File: src/rtl/cpu_pkg.sv
`default_nettype none
// ============================================================================
// Module   : cpu_pkg
// Brief    : Shared constants and types for the 19-bit pipelined CPU front end
//            (data width, NOP encoding, redirect encodings, fetch FSM states).
// Revision : 1.0 - initial release
// ============================================================================
package cpu_pkg;

  // Architectural word width: instructions, PCs and data.
  localparam int XLEN = 19;

  // All-zero instruction word is the pipeline NOP / bubble.
  localparam logic [XLEN-1:0] NOP = '0;

  // Redirect request encodings on jumpE (2'b11 behaves like JUMP_J).
  localparam logic [1:0] JUMP_NONE = 2'b00;
  localparam logic [1:0] JUMP_J    = 2'b01;
  localparam logic [1:0] JUMP_RET  = 2'b10;

  // Fetch FSM: FETCH issues requests, DRAIN swallows one stale response.
  typedef enum logic [0:0] {
    ST_FETCH = 1'b0,
    ST_DRAIN = 1'b1
  } fetch_state_t;

endpackage : cpu_pkg
`default_nettype wire

File: src/rtl/fetch_queue.sv
`default_nettype none
// ============================================================================
// Module   : fetch_queue
// Brief    : Small prefetch FIFO holding {instruction, pc} pairs between the
//            instruction-memory response and the IF/ID register. Supports a
//            synchronous clear that wins over push and pop.
// Revision : 1.0 - initial release
// ============================================================================
module fetch_queue
  import cpu_pkg::*;
#(
  parameter int DEPTH = 4,
  parameter int WIDTH = 2 * cpu_pkg::XLEN
) (
  input  logic                       clk,
  input  logic                       rst,
  input  logic                       i_clr,
  input  logic                       i_push,
  input  logic [WIDTH-1:0]           i_push_data,
  input  logic                       i_pop,
  output logic [WIDTH-1:0]           o_head,
  output logic [$clog2(DEPTH):0]     o_count,
  output logic                       o_full,
  output logic                       o_empty
);

  localparam int AW = $clog2(DEPTH);

  logic [WIDTH-1:0] r_mem [DEPTH];
  logic [AW-1:0]    r_wr_ptr;
  logic [AW-1:0]    r_rd_ptr;
  logic [AW:0]      r_count;

  logic w_do_push;
  logic w_do_pop;

  assign o_full  = (r_count == (AW+1)'(DEPTH));
  assign o_empty = (r_count == '0);
  assign o_count = r_count;
  assign o_head  = r_mem[r_rd_ptr];

  // A push into a full queue is only accepted when the head leaves the same cycle.
  assign w_do_push = i_push && !i_clr && (!o_full || i_pop);
  assign w_do_pop  = i_pop  && !i_clr && !o_empty;

  // Storage array: written only, never reset (pointers define what is live).
  always_ff @(posedge clk) begin
    if (w_do_push) begin
      r_mem[r_wr_ptr] <= i_push_data;
    end
  end

  // Pointer and occupancy bookkeeping; depth is a power of two so pointers wrap.
  always_ff @(posedge clk or posedge rst) begin
    if (rst) begin
      r_wr_ptr <= '0;
      r_rd_ptr <= '0;
      r_count  <= '0;
    end else if (i_clr) begin
      r_wr_ptr <= '0;
      r_rd_ptr <= '0;
      r_count  <= '0;
    end else begin
      if (w_do_push) begin
        r_wr_ptr <= r_wr_ptr + 1'b1;
      end
      if (w_do_pop) begin
        r_rd_ptr <= r_rd_ptr + 1'b1;
      end
      case ({w_do_push, w_do_pop})
        2'b10:   r_count <= r_count + 1'b1;
        2'b01:   r_count <= r_count - 1'b1;
        default: r_count <= r_count;
      endcase
    end
  end

endmodule : fetch_queue
`default_nettype wire

File: src/rtl/fetch_cycle.sv
`default_nettype none
// ============================================================================
// Module   : fetch_cycle
// Brief    : Instruction-fetch stage. Owns the PC, the request/grant handshake
//            to instruction memory, a prefetch queue and the IF/ID register.
//            Handles decode stall, flush and jump/return redirects.
// Revision : 1.0 - initial release
// ============================================================================
module fetch_cycle
  import cpu_pkg::*;
#(
  parameter int              XLEN     = cpu_pkg::XLEN,
  parameter int              PC_INC   = 4,
  parameter logic [XLEN-1:0] RESET_PC = '0,
  parameter int              QDEPTH   = 4
) (
  input  logic            clk,
  input  logic            rst,
  input  logic            stallD,
  input  logic            flushD,
  input  logic [1:0]      jumpE,
  input  logic [XLEN-1:0] jump_target,
  input  logic [XLEN-1:0] stack_data,
  output logic            imem_req,
  output logic [XLEN-1:0] imem_addr,
  input  logic            imem_gnt,
  input  logic            imem_rvalid,
  input  logic [XLEN-1:0] imem_rdata,
  output logic [XLEN-1:0] instrD,
  output logic [XLEN-1:0] pcD,
  output logic [XLEN-1:0] pcplus4D,
  output logic            validD
);

  localparam int CW = $clog2(QDEPTH) + 1;

  fetch_state_t r_state;
  fetch_state_t w_state_nxt;

  logic [XLEN-1:0] r_pc;
  logic [XLEN-1:0] r_tag_pc;
  logic            r_out;

  logic [XLEN-1:0] r_instrD;
  logic [XLEN-1:0] r_pcD;
  logic [XLEN-1:0] r_pcplus4D;
  logic            r_validD;

  logic            w_redirect;
  logic            w_kill;
  logic [XLEN-1:0] w_target;
  logic [CW:0]     w_inflight;
  logic            w_fire;
  logic            w_out_nxt;
  logic            w_push;
  logic            w_load;
  logic            w_pop;
  logic [2*XLEN-1:0] w_head;
  logic [CW-1:0]   w_count;
  logic            w_full;
  logic            w_empty;

  assign w_redirect = (jumpE != JUMP_NONE);
  assign w_kill     = w_redirect || flushD;
  assign w_target   = (jumpE == JUMP_RET) ? stack_data : jump_target;

  // Queue entries plus the outstanding response must stay within the queue depth.
  assign w_inflight = {1'b0, w_count} + {{CW{1'b0}}, r_out};
  assign imem_req   = !rst && (r_state == ST_FETCH) && (w_inflight < (CW+1)'(QDEPTH));
  assign imem_addr  = r_pc;
  assign w_fire     = imem_req && imem_gnt;

  // A response is still owed after this cycle if we grant now, or if the
  // previous one has not shown up yet.
  assign w_out_nxt  = w_fire || (r_out && !imem_rvalid);

  // Only responses that belong to the current fetch stream are queued.
  assign w_push = imem_rvalid && r_out && (r_state == ST_FETCH) && !w_kill;

  // IF/ID advances when decode takes it or it is empty; redirects/flushes win.
  assign w_load = !w_kill && (!stallD || !r_validD);
  assign w_pop  = w_load && !w_empty;

  fetch_queue #(
    .DEPTH (QDEPTH),
    .WIDTH (2*XLEN)
  ) u_queue (
    .clk         (clk),
    .rst         (rst),
    .i_clr       (w_kill),
    .i_push      (w_push),
    .i_push_data ({imem_rdata, r_tag_pc}),
    .i_pop       (w_pop),
    .o_head      (w_head),
    .o_count     (w_count),
    .o_full      (w_full),
    .o_empty     (w_empty)
  );

  // Next-state logic: killed stream with a response still owed goes to DRAIN.
  always_comb begin
    w_state_nxt = r_state;
    case (r_state)
      ST_FETCH: if (w_kill && w_out_nxt) w_state_nxt = ST_DRAIN;
      ST_DRAIN: if (!w_out_nxt)          w_state_nxt = ST_FETCH;
      default:  w_state_nxt = ST_FETCH;
    endcase
  end

  // FSM state register.
  always_ff @(posedge clk or posedge rst) begin
    if (rst) begin
      r_state <= ST_FETCH;
    end else begin
      r_state <= w_state_nxt;
    end
  end

  // PC, response tag and outstanding flag.
  always_ff @(posedge clk or posedge rst) begin
    if (rst) begin
      r_pc     <= RESET_PC;
      r_tag_pc <= '0;
      r_out    <= 1'b0;
    end else begin
      r_out <= w_out_nxt;
      if (w_fire) begin
        r_tag_pc <= r_pc;
      end
      if (w_redirect) begin
        r_pc <= w_target;
      end else if (w_fire) begin
        r_pc <= r_pc + XLEN'(PC_INC);
      end
    end
  end

  // IF/ID register; pcplus4D is captured at load time, not derived on the output.
  always_ff @(posedge clk or posedge rst) begin
    if (rst) begin
      r_instrD   <= NOP;
      r_pcD      <= '0;
      r_pcplus4D <= '0;
      r_validD   <= 1'b0;
    end else if (w_kill) begin
      r_instrD <= NOP;
      r_validD <= 1'b0;
    end else if (w_load) begin
      if (!w_empty) begin
        r_instrD   <= w_head[2*XLEN-1:XLEN];
        r_pcD      <= w_head[XLEN-1:0];
        r_pcplus4D <= w_head[XLEN-1:0] + XLEN'(PC_INC);
        r_validD   <= 1'b1;
      end else begin
        r_validD   <= 1'b0;
      end
    end
  end

  assign instrD   = r_instrD;
  assign pcD      = r_pcD;
  assign pcplus4D = r_pcplus4D;
  assign validD   = r_validD;

  // Credit accounting must never let a response arrive at a full queue.
  a_no_overflow: assert property (@(posedge clk) disable iff (rst)
    !(w_push && w_full && !w_pop));

endmodule : fetch_cycle
`default_nettype wire

File: config.mk
export PLATFORM = sky130hd
export DESIGN_NAME = fetch_cycle
export DESIGN_NICKNAME = d
export VERILOG_FILES = /design/src/rtl/cpu_pkg.sv /design/src/rtl/fetch_queue.sv /design/src/rtl/fetch_cycle.sv
export SDC_FILE = /design/constraint.sdc
export NUM_CORES = 1
export LEC_CHECK = 0
export CORE_ASPECT_RATIO = 1.75
export CORE_MARGIN = 4
export CORE_UTILIZATION = 55
export DETAILED_ROUTE_END_ITERATION = 8
export GPL_TIMING_DRIVEN = 0
export PLACE_DENSITY = 0.77
export SLEW_MARGIN = 0
export SYNTH_ARGS = -nofsm -noshare
export SYNTH_HDL_FRONTEND = slang
export SYNTH_HIERARCHICAL = 1
export SYNTH_SLANG_ARGS = --single-unit
export TNS_END_PERCENT = 10
File: constraint.sdc
create_clock -name clk -period 4.4 [get_ports clk]
set_input_delay 0.88 -clock clk [delete_from_list [all_inputs] [get_ports clk]]
set_output_delay 0.88 -clock clk [all_outputs]
set_load 0.01 [all_outputs]
==> metrics.txt, run 1 <==
# TYPE chip_impl_metric gauge
chip_impl_info{name="status",value="complete, no violations"} 1
chip_impl_metric{name="synth_sequential_area_ratio",unit="%"} 67.4
chip_impl_metric{name="global_route.usage.total",unit="%"} 22.5
chip_impl_metric{name="timing.slew.headroom",unit="%"} 49.1
chip_impl_metric{name="clock_path_buffers",unit=""} 3
chip_impl_info{name="startpoint_type",value="primary input"} 1
chip_impl_metric{name="grt_pass1_wl",unit="um"} 38200
chip_impl_metric{name="worst-r2r-cell-count",unit=""} 14
chip_impl_metric{name="detailedPlace.worstSlack",unit="ns"} -0.235
chip_impl_metric{name="setup_viol_count_final",unit=""} 0
chip_impl_metric{name="rows",unit=""} 66
chip_impl_metric{name="ios",unit=""} 143
chip_impl_metric{name="synth_simple_gate_area_share",unit="%"} 11.6
chip_impl_metric{name="syn_area",unit="um2"} 10600
chip_impl_metric{name="p_sw_share",unit="%"} 21.0
chip_impl_metric{name="syn-instance-count",unit=""} 764
chip_impl_metric{name="final_wirelength",unit="um"} 23600
chip_impl_info{name="synth_most_common_cell",value="nand2_1"} 1
chip_impl_metric{name="worst-path-max-fanout",unit=""} 11
chip_impl_metric{name="area_delta_synth_final",unit="%"} 24.9
chip_impl_metric{name="cts.sinks",unit=""} 255
chip_impl_metric{name="post_cts_hold_buffer_count",unit=""} 0
chip_impl_metric{name="cts_h_tree_depth",unit=""} 1
chip_impl_info{name="timing.hold.worst_endpoint",value="pcplus4D[5]"} 1
chip_impl_metric{name="dpl-instance-area",unit="um2"} 12400
chip_impl_metric{name="grt_max_degree",unit=""} 67
chip_impl_metric{name="fp.dieH",unit="um"} 192
chip_impl_metric{name="die-area",unit="um2"} 21600
chip_impl_metric{name="yosysTopAreaCellShare",unit="%"} 43.1
chip_impl_metric{name="yosys.area_share.xor_xnor",unit="%"} 1.24
chip_impl_info{name="clock-root-buffer",value="clkbuf_16"} 1
chip_impl_metric{name="static_leakage",unit="nW"} 4.91
chip_impl_metric{name="numPortBuffers",unit=""} 142
chip_impl_metric{name="share_clk_of_total_power",unit="%"} 40.7
chip_impl_info{name="cts_tree",value="yes"} 1
chip_impl_metric{name="vias",unit=""} 6928
chip_impl_metric{name="net-switching-power",unit="mW"} 1.08
chip_impl_metric{name="first_global_vias",unit=""} 7270
chip_impl_metric{name="post_synthesis_average_cell_area",unit="um2"} 13.9
chip_impl_metric{name="final_instance_area",unit="um2"} 13200
chip_impl_metric{name="avgRoutedWirePerCell",unit="um"} 19.8
chip_impl_metric{name="netlist-cell-type-count",unit=""} 65
chip_impl_metric{name="grt_remaining_overflow",unit=""} 0
chip_impl_metric{name="worst_slew_pin_slew",unit="ns"} 0.764
chip_impl_info{name="synth.area.top_cells",value="edfxtp_1 43%, dfrtp_1 24%, mux4_2 8.1%, nand2_1 6.2%, a21oi_1 1.5%"} 1
chip_impl_info{name="critPathCaptureType",value="register"} 1
chip_impl_metric{name="cts.repair.resized",unit=""} 0
chip_impl_metric{name="power.share.sequential",unit="%"} 53.2
chip_impl_metric{name="worst-endpoint-required",unit="ns"} 4.77
chip_impl_metric{name="syn_nets",unit=""} 836
chip_impl_metric{name="worst_hold_slack",unit="ns"} 0.477
chip_impl_metric{name="cts_made_buffers",unit=""} 22
chip_impl_metric{name="fraction_of_synthesis_flops_using_an_asynchronous_set_or_reset_pin",unit="%"} 40.4
chip_impl_info{name="holdCritPathClass",value="register to register"} 1
chip_impl_metric{name="drtAntennaViolNets",unit=""} 0
chip_impl_metric{name="fp.dieW",unit="um"} 113
chip_impl_info{name="main_combinational_cell_family_by_area_after_synthesis",value="simple AND/OR/NAND/NOR gates"} 1
chip_impl_metric{name="post-route-worst-setup-slack",unit="ns"} 0.275
chip_impl_metric{name="post_route_cells_drive_above_1_share",unit="%"} 11.8
chip_impl_metric{name="skew",unit="ns"} 0.00956
chip_impl_info{name="setup_repair_after_global_routing_missed_its_margin",value="no"} 1
chip_impl_metric{name="worstHoldPathCells",unit=""} 2
chip_impl_metric{name="timing_max_transition_violations_final",unit=""} 0
chip_impl_metric{name="pwr_density_cell",unit="nW/um2"} 388
chip_impl_metric{name="fmaxAchievable",unit="MHz"} 242
chip_impl_metric{name="n_fill_cell",unit=""} 1254
chip_impl_metric{name="internal-power",unit="mW"} 4.05
chip_impl_metric{name="gp_routability_congestion",unit=""} 0.898
chip_impl_metric{name="clk_pin_slew_worst_paths",unit="ns"} 0.07
chip_impl_info{name="hp_start",value="pcplus4D[5]"} 1
chip_impl_metric{name="max-vdd-ir-drop",unit="mV"} 0.337
chip_impl_metric{name="synth-edff-count",unit=""} 152
chip_impl_metric{name="ys_ff_latch",unit=""} 255
chip_impl_metric{name="core_area",unit="um2"} 18700
chip_impl_info{name="synth_top_area_cell",value="edfxtp_1"} 1
chip_impl_metric{name="grt_antenna_before_repair",unit=""} 1
chip_impl_metric{name="clk-insertion-delay-late",unit="ns"} 0.50
chip_impl_info{name="postSynth.topFlopCell",value="edfxtp_1"} 1
chip_impl_info{name="synth_commonest_cells",value="174 x nand2_1, 152 x edfxtp_1, 103 x dfrtp_1, 38 x mux4_2, 32 x a21oi_1"} 1
chip_impl_metric{name="cts_setup_buffers",unit=""} 0
chip_impl_metric{name="max_cap_viol_count",unit=""} 0
chip_impl_metric{name="hpwl",unit="um"} 16200
chip_impl_metric{name="nets",unit=""} 1007
chip_impl_metric{name="drt_first_pass_iters",unit=""} 5
chip_impl_metric{name="floorplan.initialDensity",unit="%"} 56.5
chip_impl_metric{name="ys_warn_count",unit=""} 6
chip_impl_metric{name="synth_compound_area_share",unit="%"} 7.38
chip_impl_info{name="r2r_start",value="u_queue/o_count[0]"} 1
chip_impl_metric{name="comb_power_share",unit="%"} 6.0
chip_impl_metric{name="post_synth_fa_ha_maj_area_fraction",unit="%"} 0.898
chip_impl_metric{name="setup.reg_to_reg.worst_slack",unit="ns"} 0.54
chip_impl_metric{name="drt_drc_violations_left",unit=""} 0
chip_impl_metric{name="post_synth_mux_area_share",unit="%"} 8.69
chip_impl_info{name="crit_type",value="primary input to register"} 1
chip_impl_metric{name="min_period_over_period",unit="%"} 93.7
chip_impl_info{name="r2r_end",value="u_queue/o_count[2]"} 1
chip_impl_metric{name="worst-endpoint-arrival",unit="ns"} 4.49
chip_impl_metric{name="fin_crit",unit="ns"} 4.12
chip_impl_metric{name="drtIter0Drc",unit=""} 404
chip_impl_metric{name="drt-vias-per-instance",unit=""} 5.82
chip_impl_metric{name="finalHoldViolCount",unit=""} 0
[per-layer routing]
metal | vias to the layer above | GRT usage (%) | routed length (um)
li1 | 3183 | - | -
met1 | 3426 | 26.8 | 8490
met2 | 263 | 41.6 | 13000
met3 | 56 | 2.65 | 1330
met4 | 0 | 8.19 | 766
met5 | - | 0 | 0
[through the flow]
stage	power, mW	std cells	setup TNS (ns)	utilization, %
2_1_floorplan	2.89	764	0	-
3_3_place_gp	3.07	1144	-210.82	65.7
3_5_place_dp	3.08	1149	-0.235	66.3
4_1_cts	5.16	1189	0	70.5
5_1_grt	5.31	1190	0	70.6
6_report	5.13	1190	0	70.6
[cell type report]
cell class                 count  area, um2  share of cell area, %
clock buffer                  28        626                   4.73
buffer                        43        238                   1.80
antenna                        1       2.50                 0.0189
tap                          238        298                   2.25
multi-input combinational    451       3160                   23.9
timing repair buffer         147       1530                   11.6
sequential                   255       7140                   54.0
inverter                      15       58.8                  0.445
clock inverter                12        171                   1.30
[power by group through the flow]
stage / combinational (mW) / clock, mW / sequential, mW
2_1_floorplan: 0.129 / 0 / 2.76
4_1_cts: 0.313 / 2.12 / 2.73
5_1_grt: 0.341 / 2.23 / 2.74
6_report: 0.310 / 2.09 / 2.73
3_3_place_gp: 0.300 / 0 / 2.77
3_5_place_dp: 0.309 / 0 / 2.78
[worst max path at each step]
stage               depth (start not counted)     start              endpoint
floorplan                                   9  jumpE[1]   u_queue/r_mem[0][0]
global placement                           10  jumpE[0]  u_queue/r_mem[2][16]
detailed placement                         14  jumpE[0]    u_queue/o_count[2]
CTS                                        14  jumpE[0]    u_queue/o_count[2]
global route                               14  jumpE[0]    u_queue/o_count[2]
finish                                     14  jumpE[0]    u_queue/o_count[2]
[flip-flops by register name (all words and copies together) (netlist names), 2 cells and up]
register,flops
imem_addr,19
instrD,19
u_queue/r_wr_ptr,2
u_queue/o_count,3
u_queue/r_mem,152
pcD,19
pcplus4D,17
u_queue/r_rd_ptr,2
r_tag_pc,19
[placed cells by master (no fill, tap or decap), types with 7 or more instances in the layout]
| master | Yosys | routed |
|---|---|---|
| dfrtp_1 | 103 | 103 |
| o21ai_0 | 27 | 27 |
| edfxtp_1 | 152 | 152 |
| clkdlybuf4s50_1 | 0 | 142 |
| inv_1 | 14 | 13 |
| clkbuf_1 | 23 | 26 |
| nand2_1 | 174 | 174 |
| nand4_1 | 11 | 11 |
| nor2_1 | 13 | 13 |
| nand3_1 | 20 | 20 |
| a21oi_1 | 32 | 32 |
| buf_2 | 7 | 7 |
| and4_1 | 7 | 7 |
| clkbuf_16 | 0 | 24 |
| xor2_1 | 11 | 11 |
| nor3_1 | 7 | 7 |
| mux4_2 | 38 | 38 |
[worst max-delay path: stages]
cell and delay (ns):
clkdlybuf4s50_1 0.60, or3_1 0.20, clkbuf_1 0.33, nand2b_4 0.25, buf_6 0.14, clkinv_1 0.24, buf_2 0.32, buf_4 0.20
o31ai_1 0.11, nor3_1 0.11, fa_1 0.47, or3b_1 0.41, a32oi_1 0.16, a31oi_1 0.09
[kinds of logic after synthesis]
group / count (synthesis)
AO/OA/AOI/OAI: 119
XOR/XNOR: 15
adder cells (fa/ha/maj): 7
buffers and inverters: 58
flip-flops: 255
multiplexers: 44
AND/OR/NAND/NOR: 266
Power figures use the tool's default switching activity.
==> inputs of run 2 (changes only) <==
ABC_AREA = 0   (was not set)
CORE_MARGIN = not set   (was 4)
==> run 2 against run 1 <==
Effect of this change:
- cell count unchanged
- hold slack worse by 0.0029 ns
- fmax down 0.93%
- register-to-register slack worse by 0.18 ns
- non-clock buffer count unchanged
- worst setup slack worse by 0.039 ns
- largest cell class unchanged
- largest power group unchanged
==> metrics.txt, run 2 (synthesized netlist as in run 1, its figures left out) <==
# TYPE chip_impl_metric gauge
chip_impl_metric{name="drtAntennaViolNets",unit=""} 0
chip_impl_metric{name="min_period_over_period",unit="%"} 94.6
chip_impl_metric{name="fmaxAchievable",unit="MHz"} 240
chip_impl_info{name="r2r_start",value="u_queue/o_count[0]"} 1
chip_impl_metric{name="ios",unit=""} 143
chip_impl_info{name="setup_repair_after_global_routing_missed_its_margin",value="no"} 1
chip_impl_metric{name="dpl-instance-area",unit="um2"} 12400
chip_impl_metric{name="vias",unit=""} 6989
chip_impl_metric{name="die-area",unit="um2"} 19800
chip_impl_metric{name="cts.repair.resized",unit=""} 0
chip_impl_metric{name="core_area",unit="um2"} 18700
chip_impl_metric{name="worst-r2r-cell-count",unit=""} 14
chip_impl_metric{name="global_route.usage.total",unit="%"} 25.3
chip_impl_info{name="largest_register_by_flop_count",value="u_queue/r_mem"} 1
chip_impl_metric{name="rows",unit=""} 66
chip_impl_metric{name="worst-path-max-fanout",unit=""} 11
chip_impl_metric{name="placed_cells_incl_taps",unit=""} 1149
chip_impl_metric{name="worstHoldPathCells",unit=""} 2
chip_impl_info{name="holdCritPathClass",value="register to register"} 1
chip_impl_metric{name="grt_max_degree",unit=""} 66
chip_impl_metric{name="final_wirelength",unit="um"} 23700
chip_impl_info{name="hp_start",value="pcD[14]"} 1
chip_impl_info{name="mostFrequentLayoutCells",value="174 x nand2_1, 152 x edfxtp_1, 142 x clkdlybuf4s50_1"} 1
chip_impl_metric{name="worst-endpoint-arrival",unit="ns"} 4.53
chip_impl_metric{name="power.share.sequential",unit="%"} 54.9
chip_impl_metric{name="antenna_cells_inserted",unit=""} 0
chip_impl_metric{name="drt-vias-per-instance",unit=""} 5.87
chip_impl_metric{name="skew",unit="ns"} 0.0130
chip_impl_metric{name="static_leakage",unit="nW"} 4.88
chip_impl_metric{name="fp.dieH",unit="um"} 186
chip_impl_info{name="mostFrequentLayoutCell",value="nand2_1"} 1
chip_impl_metric{name="n_fill_cell",unit=""} 1270
chip_impl_metric{name="grt_antenna_before_repair",unit=""} 0
chip_impl_metric{name="post_route_cells_drive_above_1_share",unit="%"} 11.9
chip_impl_metric{name="grt_remaining_overflow",unit=""} 0
chip_impl_metric{name="avgRoutedWirePerCell",unit="um"} 19.9
chip_impl_metric{name="clk_pin_slew_worst_paths",unit="ns"} 0.07
chip_impl_metric{name="drt_first_pass_iters",unit=""} 5
chip_impl_metric{name="cts_h_tree_depth",unit=""} 1
chip_impl_metric{name="drtIter0Drc",unit=""} 440
chip_impl_metric{name="p_sw_share",unit="%"} 22.2
chip_impl_info{name="crit_type",value="primary input to register"} 1
chip_impl_metric{name="max-vdd-ir-drop",unit="mV"} 0.427
chip_impl_metric{name="setup_viol_count_final",unit=""} 0
chip_impl_metric{name="nets",unit=""} 1008
chip_impl_metric{name="drt_drc_violations_left",unit=""} 0
chip_impl_metric{name="grt_pass1_wl",unit="um"} 38200
chip_impl_metric{name="timing.slew.headroom",unit="%"} 48.6
chip_impl_metric{name="hpwl",unit="um"} 16100
chip_impl_metric{name="final_instance_area",unit="um2"} 13200
chip_impl_metric{name="layout.core_utilization",unit="%"} 70.2
chip_impl_metric{name="gp_routability_congestion",unit=""} 0.861
chip_impl_metric{name="max_cap_viol_count",unit=""} 0
chip_impl_metric{name="internal-power",unit="mW"} 3.88
chip_impl_info{name="clock-root-buffer",value="clkbuf_16"} 1
chip_impl_metric{name="fin_crit",unit="ns"} 4.16
chip_impl_info{name="status",value="complete, no violations"} 1
chip_impl_metric{name="clock_path_buffers",unit=""} 3
chip_impl_info{name="crit_start",value="jumpE[0]"} 1
chip_impl_metric{name="fp.dieW",unit="um"} 107
chip_impl_metric{name="clk-insertion-delay-late",unit="ns"} 0.51
chip_impl_metric{name="first_global_vias",unit=""} 7189
chip_impl_metric{name="share_clk_of_total_power",unit="%"} 38.9
chip_impl_metric{name="worst_slew_pin_slew",unit="ns"} 0.765
chip_impl_metric{name="numPortBuffers",unit=""} 142
chip_impl_metric{name="floorplan.initialDensity",unit="%"} 56.5
chip_impl_metric{name="post_cts_hold_buffer_count",unit=""} 0
chip_impl_metric{name="cts_made_buffers",unit=""} 23
chip_impl_metric{name="timing_max_transition_violations_final",unit=""} 0
chip_impl_metric{name="comb_power_share",unit="%"} 6.2
chip_impl_metric{name="cts.sinks",unit=""} 255
chip_impl_info{name="cts_tree",value="yes"} 1
chip_impl_metric{name="final-instance-count-excl-fill",unit=""} 1190
chip_impl_metric{name="worst-endpoint-required",unit="ns"} 4.76
chip_impl_metric{name="largest_register_ff_count",unit=""} 152
chip_impl_metric{name="cts_setup_buffers",unit=""} 0
chip_impl_metric{name="pwr_density_cell",unit="nW/um2"} 379
chip_impl_metric{name="finalHoldViolCount",unit=""} 0
chip_impl_metric{name="net-switching-power",unit="mW"} 1.10
chip_impl_info{name="startpoint_type",value="primary input"} 1
chip_impl_metric{name="area_delta_synth_final",unit="%"} 24.2
chip_impl_info{name="critPathCaptureType",value="register"} 1
run 2: worst max-delay path, stage by stage:
cell             delay [ns]
clkdlybuf4s50_1        0.60
or3_1                  0.18
clkbuf_1               0.35
nand2b_4               0.25
buf_6                  0.14
clkinv_1               0.24
buf_2                  0.32
buf_4                  0.21
o31ai_1                0.12
nor3_1                 0.11
fa_1                   0.47
or3b_1                 0.39
a32oi_1                0.16
a31oi_1                0.11
run 2: area by class of cell:
type | count | area, um2 | area share, %
Tap cell | 238 | 298 | 2.26
Clock buffer | 27 | 622 | 4.73
Timing Repair Buffer | 147 | 1530 | 11.6
Buffer | 43 | 238 | 1.81
Multi-Input combinational cell | 451 | 3160 | 24.0
Clock inverter | 14 | 110 | 0.837
Inverter | 15 | 58.8 | 0.447
Sequential cell | 255 | 7140 | 54.3
run 2: worst paths after layout:
path,end,slack (ns)
max,u_queue/o_count[2],0.24
min,pcD[14],0.47
max reg2reg,u_queue/o_count[2],0.36
min reg2reg,pcD[14],0.47
max in group asynchronous,pcplus4D[2],2.87
min in group asynchronous,u_queue/r_wr_ptr[1],0.80
run 2: power groups by stage:
stage	clock, mW	combinational, mW	sequential, mW
5_1_grt	2.05	0.342	2.74
2_1_floorplan	0	0.129	2.76
3_5_place_dp	0	0.308	2.78
4_1_cts	1.97	0.311	2.73
3_3_place_gp	0	0.297	2.77
6_report	1.94	0.309	2.73
run 2: stage by stage:
step	hold WS, ns	worst slack [ns]	setup TNS (ns)	total power, mW
floorplan	0.476	0.792	0	2.89
global placement	0.462	-0.953	-213.40	3.07
detailed placement	0.462	-0.248	-0.248	3.09
CTS	0.478	0.254	0	5.01
global route	0.509	0.0264	0	5.14
finish	0.474	0.236	0	4.98
run 2: layer usage:
metal  track usage, %  routed length [um]  share of wire [%]
met1             30.3                8810                 37
met4             10.8                 902                3.8
met5                0                   0                  0
met2             45.9               12900                 55
met3             2.52                1000                4.2
==> inputs of run 3 (changes only) <==
CORE_MARGIN = 2   (was not set)
==> run 3 against run 2 <==
Effect of this change:
- first-iteration DRC count fell by 32%
- clock power fell by 3%
- non-clock buffer count did not move
- sequential cell count did not move
- utilization fell by 1.2 points
- sequential share of layout area rose by 0.12 points
- hold slack improved by 0.00060 ns
==> metrics.txt, run 3 (synthesized netlist as in run 1, its figures left out) <==
# TYPE chip_impl_metric gauge
chip_impl_metric{name="cts_setup_buffers",unit=""} 0
chip_impl_metric{name="die-area",unit="um2"} 20400
chip_impl_metric{name="grt_pass1_wl",unit="um"} 36100
chip_impl_metric{name="numPortBuffers",unit=""} 142
chip_impl_metric{name="worst_path_largest_cell_delay",unit="ns"} 0.59
chip_impl_metric{name="pwr_density_cell",unit="nW/um2"} 374
chip_impl_metric{name="global_route.usage.total",unit="%"} 22.7
chip_impl_metric{name="grt_remaining_overflow",unit=""} 0
chip_impl_metric{name="worst-endpoint-required",unit="ns"} 4.76
chip_impl_metric{name="nets",unit=""} 1006
chip_impl_metric{name="clk_pin_slew_worst_paths",unit="ns"} 0.07
chip_impl_info{name="clock-root-buffer",value="clkbuf_16"} 1
chip_impl_metric{name="fmaxAchievable",unit="MHz"} 243
chip_impl_metric{name="fp.dieW",unit="um"} 109
chip_impl_metric{name="worstPathBufferInverterCount",unit=""} 6
chip_impl_info{name="holdCritPathClass",value="register to register"} 1
chip_impl_metric{name="min_period_over_period",unit="%"} 93.6
chip_impl_metric{name="largest_register_ff_count",unit=""} 152
chip_impl_info{name="startpoint_type",value="primary input"} 1
chip_impl_info{name="critPathCaptureType",value="register"} 1
chip_impl_metric{name="cts.sinks",unit=""} 255
chip_impl_info{name="setup_repair_after_global_routing_missed_its_margin",value="no"} 1
chip_impl_metric{name="dpl-instance-area",unit="um2"} 12400
chip_impl_info{name="critPathSlowestCell",value="clkdlybuf4s50_1"} 1
chip_impl_metric{name="ios",unit=""} 143
chip_impl_metric{name="final_instance_area",unit="um2"} 13100
chip_impl_metric{name="grt_antenna_before_repair",unit=""} 1
chip_impl_metric{name="worst_slew_pin_slew",unit="ns"} 0.717
chip_impl_info{name="mostFrequentLayoutCells",value="174 x nand2_1, 152 x edfxtp_1, 142 x clkdlybuf4s50_1"} 1
chip_impl_metric{name="static_leakage",unit="nW"} 4.85
chip_impl_metric{name="core_area",unit="um2"} 19000
chip_impl_info{name="cts_tree",value="yes"} 1
chip_impl_metric{name="cts_h_tree_depth",unit=""} 1
chip_impl_metric{name="fin_crit",unit="ns"} 4.12
chip_impl_metric{name="layout.core_utilization",unit="%"} 69.0
chip_impl_metric{name="final_wirelength",unit="um"} 22400
chip_impl_info{name="mostFrequentLayoutCell",value="nand2_1"} 1
chip_impl_info{name="critical_path.top_delay_family",value="buffers and inverters"} 1
chip_impl_metric{name="hpwl",unit="um"} 15600
chip_impl_metric{name="skew",unit="ns"} 0.0149
chip_impl_metric{name="cts_made_buffers",unit=""} 21
chip_impl_metric{name="rows",unit=""} 67
chip_impl_metric{name="final-instance-count-excl-fill",unit=""} 1190
chip_impl_metric{name="max_cap_viol_count",unit=""} 0
chip_impl_metric{name="finalHoldViolCount",unit=""} 0
chip_impl_metric{name="worst-endpoint-arrival",unit="ns"} 4.48
chip_impl_metric{name="drtAntennaViolNets",unit=""} 0
chip_impl_metric{name="fp.dieH",unit="um"} 188
chip_impl_metric{name="setup_viol_count_final",unit=""} 0
chip_impl_metric{name="drtIter0Drc",unit=""} 299
chip_impl_metric{name="gp_routability_congestion",unit=""} 0.878
chip_impl_metric{name="timing.slew.headroom",unit="%"} 52.2
chip_impl_metric{name="timing_max_transition_violations_final",unit=""} 0
chip_impl_info{name="largest_register_by_flop_count",value="u_queue/r_mem"} 1
chip_impl_metric{name="vias",unit=""} 6779
chip_impl_metric{name="post_route_cells_drive_above_1_share",unit="%"} 11.4
chip_impl_metric{name="worst-path-max-fanout",unit=""} 11
chip_impl_metric{name="area_delta_synth_final",unit="%"} 23.9
chip_impl_info{name="status",value="complete, no violations"} 1
chip_impl_info{name="crit_type",value="primary input to register"} 1
chip_impl_metric{name="placed_cells_incl_taps",unit=""} 1152
chip_impl_metric{name="post_cts_hold_buffer_count",unit=""} 0
chip_impl_metric{name="first_global_vias",unit=""} 6998
chip_impl_metric{name="drt_drc_violations_left",unit=""} 0
chip_impl_metric{name="floorplan.initialDensity",unit="%"} 55.7
chip_impl_metric{name="clk-insertion-delay-late",unit="ns"} 0.49
chip_impl_metric{name="detailedPlace.worstSlack",unit="ns"} -0.204
chip_impl_metric{name="cts.repair.resized",unit=""} 0
chip_impl_metric{name="drt-vias-per-instance",unit=""} 5.70
chip_impl_metric{name="finalSetupTns",unit="ns"} 0
chip_impl_metric{name="avgRoutedWirePerCell",unit="um"} 18.8
chip_impl_metric{name="clock_path_buffers",unit=""} 3
chip_impl_metric{name="post-route-worst-setup-slack",unit="ns"} 0.282
chip_impl_metric{name="grt_max_degree",unit=""} 53
chip_impl_info{name="path_cells",value="clkdlybuf4s50_1 -> or3_1 -> clkbuf_1 -> nand2b_4 -> buf_6 -> clkinv_1 -> buf_2 -> buf_4 -> o31ai_1 -> nor3_1 -> fa_1 -> or3b_1 -> a32oi_1 -> a31oi_1"} 1
chip_impl_metric{name="drt_first_pass_iters",unit=""} 7
chip_impl_metric{name="max-vdd-ir-drop",unit="mV"} 0.354
## run 3: changes by cell type in the layout (fill, tap and decap cells not counted)
cell and change:
bufinv_16 +2, inv_8 -1, clkinv_4 +2, clkbuf_16 -3
clkinvlp_4 +1, clkbuf_1 +1, clkinv_2 -5, clkbuf_8 -1
diode_2 +1
## run 3: cell type report
| type | instances | area [um2] |
|---|---|---|
| fill | 1350 | 5900 |
| timing repair buffer | 147 | 1530 |
| clock buffer | 24 | 537 |
| clock inverter | 13 | 159 |
| multi-input combinational | 451 | 3160 |
| sequential | 255 | 7140 |
| buffer | 43 | 238 |
| tap | 241 | 302 |
| inverter | 15 | 58.8 |
| antenna | 1 | 2.50 |
## run 3: where the power goes
part / internal, mW / total (mW) / switching, mW / leakage (nW)
Clock: 1.06 / 1.88 / 0.812 / 0.325
Combinational: 0.159 / 0.307 / 0.148 / 1.78
Sequential: 2.64 / 2.73 / 0.0904 / 2.74
## run 3: worst register-to-register path: stages, from the launching register on
cell      delay (ns)
dfrtp_1         0.44
buf_6           0.17
nor3_1          0.48
a21oi_1         0.19
nand2b_4        0.17
buf_6           0.15
clkinv_1        0.24
buf_2           0.31
buf_4           0.21
o31ai_1         0.11
nor3_1          0.12
fa_1            0.46
or3b_1          0.40
a32oi_1         0.15
a31oi_1         0.10
## run 3: path summary, 6_finish.rpt
check                                    from            endpoint  slack [ns]  depth (start not counted)
hold / removal                        pcD[11]             pcD[11]        0.47                          2
setup reg to reg           u_queue/o_count[1]  u_queue/o_count[2]        0.56                         14
max in group asynchronous                 rst              pcD[8]        2.73                          3
setup / recovery                     jumpE[0]  u_queue/o_count[2]        0.28                         14
hold reg to reg                       pcD[11]             pcD[11]        0.47                          2
min in group asynchronous                 rst  u_queue/o_count[1]        0.82                          2
## run 3: metrics by stage
step | total power, mW | hold slack, ns
after floorplan | 2.89 | 0.476
after global placement | 3.07 | 0.462
after detailed placement | 3.09 | 0.465
after CTS | 4.94 | 0.481
after global routing | 5.08 | 0.499
final | 4.91 | 0.474
## run 3: layer usage
layer / global-route usage (%) / routed length (um)
met5: 0 / 0
met4: 7.64 / 537
met3: 2.82 / 931
met2: 41.4 / 12400
met1: 27.3 / 8490
